[config.mk]
export PLATFORM = sky130hd
export DESIGN_NAME = spi_tx
export DESIGN_NICKNAME = d
export VERILOG_FILES = /design/src/rtl/spi_tx.sv
export SDC_FILE = /design/constraint.sdc
export NUM_CORES = 1
export LEC_CHECK = 0
export BUFFER_PORTS_ARGS = -buffer_cell sky130_fd_sc_hd__buf_2
export CAP_MARGIN = 15
export CORE_MARGIN = 2
export CORE_UTILIZATION = 30
export DETAILED_ROUTE_END_ITERATION = 16
export PLACE_DENSITY = 0.46
export RECOVER_POWER = 50
export SLEW_MARGIN = 20
export SYNTH_ARGS = -nofsm -noshare
export SYNTH_HDL_FRONTEND = slang
export SYNTH_SLANG_ARGS = --single-unit
[constraint.sdc]
create_clock -name clk -period 2.7 [get_ports clk]
set_input_delay 0.405 -clock clk [delete_from_list [all_inputs] [get_ports clk]]
set_output_delay 0.405 -clock clk [all_outputs]
set_load 0.02 [all_outputs]
[src/rtl/spi_tx.sv]
// SPI master transmitter: AXI-Stream words shifted out MSB-first in SPI modes 0..3.
// Optional macro SPI_TX_BURST_EN lets back-to-back words share one chip-select.
module spi_tx #(
  parameter int DATA_WIDTH     = 8,
  parameter int PRESCALE_WIDTH = 16
) (
  input  logic                      clk,
  input  logic                      rst_n,
  input  logic [DATA_WIDTH-1:0]     s_axis_tdata,
  input  logic                      s_axis_tvalid,
  output logic                      s_axis_tready,
  output logic                      sclk,
  output logic                      txd,
  output logic                      cs_n,
  input  logic [1:0]                spi_mode,
  input  logic [PRESCALE_WIDTH-1:0] prescale,
  output logic                      busy
);

  localparam int EW = $clog2(2 * DATA_WIDTH) + 1;
  localparam logic [EW-1:0] LAST_EDGE = EW'(2 * DATA_WIDTH - 1);
  localparam logic [PRESCALE_WIDTH-1:0] P_ONE = PRESCALE_WIDTH'(1);

  typedef enum logic [1:0] {IDLE, LEAD, SHIFT, TRAIL} state_t;

  state_t                    state;
  logic [DATA_WIDTH-1:0]     shreg;
  logic [1:0]                mode_reg;
  logic [PRESCALE_WIDTH-1:0] p_last;
  logic [PRESCALE_WIDTH-1:0] cnt;
  logic [EW-1:0]             edge_cnt;

  logic [PRESCALE_WIDTH-1:0] p_last_in;
  logic                      accept;
  logic                      launch;

  // p_last holds P-1 so that prescale 0 and 1 both give a one-cycle half period
  assign p_last_in = (prescale == '0) ? '0 : prescale - P_ONE;
  assign accept    = s_axis_tvalid && s_axis_tready;
  assign launch    = mode_reg[0] ? !edge_cnt[0]
                                 : (edge_cnt[0] && (edge_cnt != LAST_EDGE));

  always_ff @(posedge clk or negedge rst_n) begin
    if (!rst_n) begin
      state         <= IDLE;
      shreg         <= '0;
      mode_reg      <= '0;
      p_last        <= '0;
      cnt           <= '0;
      edge_cnt      <= '0;
      s_axis_tready <= 1'b0;
      sclk          <= 1'b0;
      txd           <= 1'b1;
      cs_n          <= 1'b1;
      busy          <= 1'b0;
    end else begin
      case (state)
        IDLE: begin
          sclk          <= spi_mode[1];
          txd           <= 1'b1;
          cs_n          <= 1'b1;
          busy          <= 1'b0;
          s_axis_tready <= 1'b1;
        end
        LEAD: begin
          if (cnt == p_last) begin
            cnt   <= '0;
            state <= SHIFT;
          end else begin
            cnt <= cnt + P_ONE;
          end
        end
        SHIFT: begin
          if (cnt == p_last) begin
            cnt      <= '0;
            sclk     <= !sclk;
            edge_cnt <= edge_cnt + EW'(1);
            if (launch) begin
              txd   <= shreg[DATA_WIDTH-1];
              shreg <= {shreg[DATA_WIDTH-2:0], 1'b0};
            end
            if (edge_cnt == LAST_EDGE) begin
              state <= TRAIL;
`ifdef SPI_TX_BURST_EN
              s_axis_tready <= (p_last == '0);
`endif
            end
          end else begin
            cnt <= cnt + P_ONE;
          end
        end
        TRAIL: begin
          if (cnt == p_last) begin
            state         <= IDLE;
            cs_n          <= 1'b1;
            busy          <= 1'b0;
            txd           <= 1'b1;
            sclk          <= mode_reg[1];
            s_axis_tready <= 1'b1;
          end else begin
            cnt <= cnt + P_ONE;
`ifdef SPI_TX_BURST_EN
            s_axis_tready <= ((cnt + P_ONE) == p_last);
`endif
          end
        end
        default: state <= IDLE;
      endcase

      // Accept can only fire in IDLE (or the final TRAIL cycle in burst builds)
      if (accept) begin
        state         <= LEAD;
        cs_n          <= 1'b0;
        busy          <= 1'b1;
        s_axis_tready <= 1'b0;
        mode_reg      <= spi_mode;
        p_last        <= p_last_in;
        cnt           <= '0;
        edge_cnt      <= '0;
        sclk          <= spi_mode[1];
        if (spi_mode[0]) begin
          txd   <= 1'b1;
          shreg <= s_axis_tdata;
        end else begin
          txd   <= s_axis_tdata[DATA_WIDTH-1];
          shreg <= {s_axis_tdata[DATA_WIDTH-2:0], 1'b0};
        end
      end
    end
  end

endmodule

==> metrics.csv <==
stage;metric;value;unit
power_and_ir_drop;Sw Ratio;0.394;
clocking;Clk pin slew, worst setup/hold paths;0.07;ns
worst_hold_path;Min-Delay Path Class;in2reg;
status;status;finished clean;
power_and_ir_drop;clock group share of total power;0.209;
timing;Worst Max-Slew Pin Slew;1.41;ns
floorplan;Core ar.;0.0114;mm^2
setup_path;worst path cell trace;xor2_1 -> nor4_2 -> nand4_2 -> or4_1 -> a21oi_1;
timing;Final Critical Period;2.25;ns
routing;Final ANT Viol Nets;0;
finish;filler cell count;1209;
worst_hold_path;hold path start;spi_mode[1];
synth;register bit count reported by yosys;54;
floorplan;die area;0.0126;mm^2
timing;Slew HR;0.0586;
global_routing;initial antenna violation count;0;
synth;Seq/Total Area, Yosys;0.386;
finish;Largest regs;cnt: 16 flops, p_last: 16 flops, shreg: 8 flops;
synth;ys flop type;dfrtp_1;
clocking;Post-CTS Setup Bufs;0;
power_and_ir_drop;P_leak;0.00164;uW
clocking;Num Clock Sinks;54;
global_routing;Overflow after GRT;0;
timing;fin crit share;0.833;
synth;Ys Warns;0;
finish;area grow syn2layout;13.4;%
routing;Avg Vias per Cell;5.29;
clocking;H-tree depth;2;
power_and_ir_drop;Psw;1440;uW
global_routing;first-pass GRT wire length;15.0;mm
synth;Mapped Area;0.00351;mm^2
floorplan;Die Wd;112;um
setup_path;Critical path origin;cnt[7];
floorplan;die height;112;um
power_and_ir_drop;pwr/cell area;920;mW/mm^2
setup_path;critical path type;reg2reg;
clocking;hold buffer count at cts;0;
clocking;total CTS buffers;5;
synth;unique cell type count in the Yosys netlist;49;
finish;Antenna Cells;0;
placed_design;Port Buffers;33;
routing;Total Wirelength;8.79;mm
timing;Clock Skew;0.0115;ns
timing;Min Hold Slack;0.316;ns
floorplan;Rows;39;
routing;vias post-DR;2982;
global_routing;Total GRT Usage;0.144;
routing;DR WL/cell;15.6;um
setup_path;critical path data required time;2.93;ns
timing;final setup violation count;0;
setup_path;Worst Path Arrival;2.47;ns
power_and_ir_drop;Seq pwr share;0.417;
setup_path;Slowest cell on crit path;or4_1;
timing;Fmax;445;MHz
clocking;Clk Tree Root Cell;clkbuf_16;
synth;Syn Nets;438;
timing;Max Slew Vio Count;0;
setup_path;Crit Path Max Fanout;14;
finish;share of cells above drive strength 1;0.169;
timing;setup TNS;0;ns
routing;drt pass-1 iters;6;
timing;RSZ-0062 raised after global routing;false;
power_and_ir_drop;Peak VDD IR;0.000310;V
placed_design;RePlAce Congestion;0.807;
synth;Mean Syn Cell Area;8.79;um^2
clocking;CTS Buffer Depth;2;
finish;Util after Layout;0.348;
global_routing;largest net degree at the start of global routing;55;
routing;DRC viols;0;
setup_path;R2R Path Start;cnt[7];
floorplan;Initial Utilization;0.307;
placed_design;Area after DPL;0.00381;mm^2
finish;total area of sequential cells;0.00135;mm^2
synth;gate count of the mapped netlist;399;
run;Max Cap Violations;0;
global_routing;number of global-route vias before repair;2980;
clocking;CTS tree;yes;
finish;footprint of the multi-input gates;0.00194;mm^2
finish;Final Cell Area;0.00398;mm^2
clocking;later-pin clock latency in the skew report;0.30;ns
setup_path;WP buf/inv;0;
synth;asr flop ratio synth;1.00;
setup_path;startpoint types;register;
timing;Fin. Hold Viols;0;
synth;Post-synth EDFFs;0;
power_and_ir_drop;combinational power share;0.373;
setup_path;critical path's top delay family;simple AND/OR/NAND/NOR gates;
routing;First DRT Iteration DRCs;145;
finish;nets@finish;459;
placed_design;Final HPWL DP;6.14;mm
power_and_ir_drop;Pint;2220;uW
setup_path;Crit. End Element;register;
floorplan;Ports;34;
setup_path;Crit path largest cell delay;0.60;ns
clocking;post-cts resize count;0;
==> power by group through the flow <==
| stage | Combinational [uW] | Sequential [uW] | Clock, uW |
|---|---|---|---|
| 6_report | 1370 | 1530 | 767 |
| 2_1_floorplan | 1160 | 1380 | 0 |
| 4_1_cts | 1390 | 1530 | 790 |
| 3_3_place_gp | 1360 | 1540 | 0 |
| 5_1_grt | 1550 | 1590 | 827 |
| 3_5_place_dp | 1380 | 1550 | 0 |
==> cells in the final DEF (no fill, tap or decap), types with 5 or more instances in the layout <==
cell type	Yosys	routed
dfrtp_1	52	52
nand2_1	49	49
o21ai_0	38	38
buf_2	12	31
xor2_1	18	18
nor2_1	17	17
nand3_1	15	15
a21oi_1	15	15
buf_4	1	14
inv_1	12	12
nor3_1	12	12
nor4_1	11	11
ha_1	10	10
a31oi_1	9	9
mux2i_1	9	9
xnor2_1	9	9
a41oi_1	7	7
a22oi_1	7	7
o21a_1	6	6
mux2_2	6	6
a32oi_1	6	6
nand4_1	5	5
o21ai_1	5	5
clkbuf_16	0	5
==> cells in the mapped netlist, drive strengths merged (6+ instances only) <==
library cell / n / area (um^2)
dfrtp: 52 / 1300
nand2: 49 / 184
o21ai: 43 / 215
clkbuf: 18 / 68.8
xor2: 18 / 158
buf: 17 / 105
nor2: 17 / 63.8
nor4: 16 / 140
a21oi: 15 / 75.1
nand3: 15 / 75.1
nor3: 13 / 70.1
inv: 12 / 45.0
ha: 10 / 125
a31oi: 9 / 56.3
mux2i: 9 / 90.1
xnor2: 9 / 78.8
a22oi: 7 / 52.6
a41oi: 7 / 61.3
nand4: 7 / 56.3
a32oi: 6 / 52.6
mux2: 6 / 67.6
o21a: 6 / 45.0
==> tightest hold or removal path: cells and delay by family <==
family	cells	cell delay, ns
simple gates	2	0.08
buf+inv	1	0.09
==> final cells by class <==
class / instances / share of cell area
clock buffer: 5 / 0.0314
clock inverter: 3 / 0.0119
inverter: 12 / 0.0113
multi-input combinational: 298 / 0.486
sequential: 54 / 0.340
tap: 143 / 0.0450
timing repair buffer: 49 / 0.0736
==> logic make-up after synthesis <==
group,share of synthesized area
and+or+nand+nor,0.207
DFF,0.386
muxes,0.0449
buffers and inverters,0.0624
xor gates and xnor gates,0.0674
adders and majority gates,0.0357
AOI/OAI and AO/OA,0.197
==> per-layer routing <==
metal / up-vias / wire length (um) / global-route usage
met5: - / 0 / 0
met4: 0 / 89 / 0.0382
met3: 5 / 232 / 0.0205
met2: 49 / 4000 / 0.237
met1: 1440 / 4470 / 0.199
li1: 1488 / - / -
==> through the flow <==
stage | std cells | power [uW] | setup slack (ns)
after detailed placement | 556 | 2930 | 0.465
after global routing | 564 | 3970 | 0.313
final | 564 | 3660 | 0.452
after floorplan | 399 | 2540 | 0.441
after global placement | 556 | 2900 | 0.513
after CTS | 564 | 3710 | 0.432
==> worst paths after layout <==
kind	endpoint	slack, ns	depth (start not counted)
worst max-delay path	state[1]	0.45	5
worst min-delay path	mode_reg[1]	0.32	3
worst max register to register	state[1]	0.45	5
worst min register to register	cs_n	0.46	2
max in group asynchronous	edge_cnt[0]	1.34	2
min in group asynchronous	p_last[1]	0.52	2
Power figures use the tool's default switching activity.
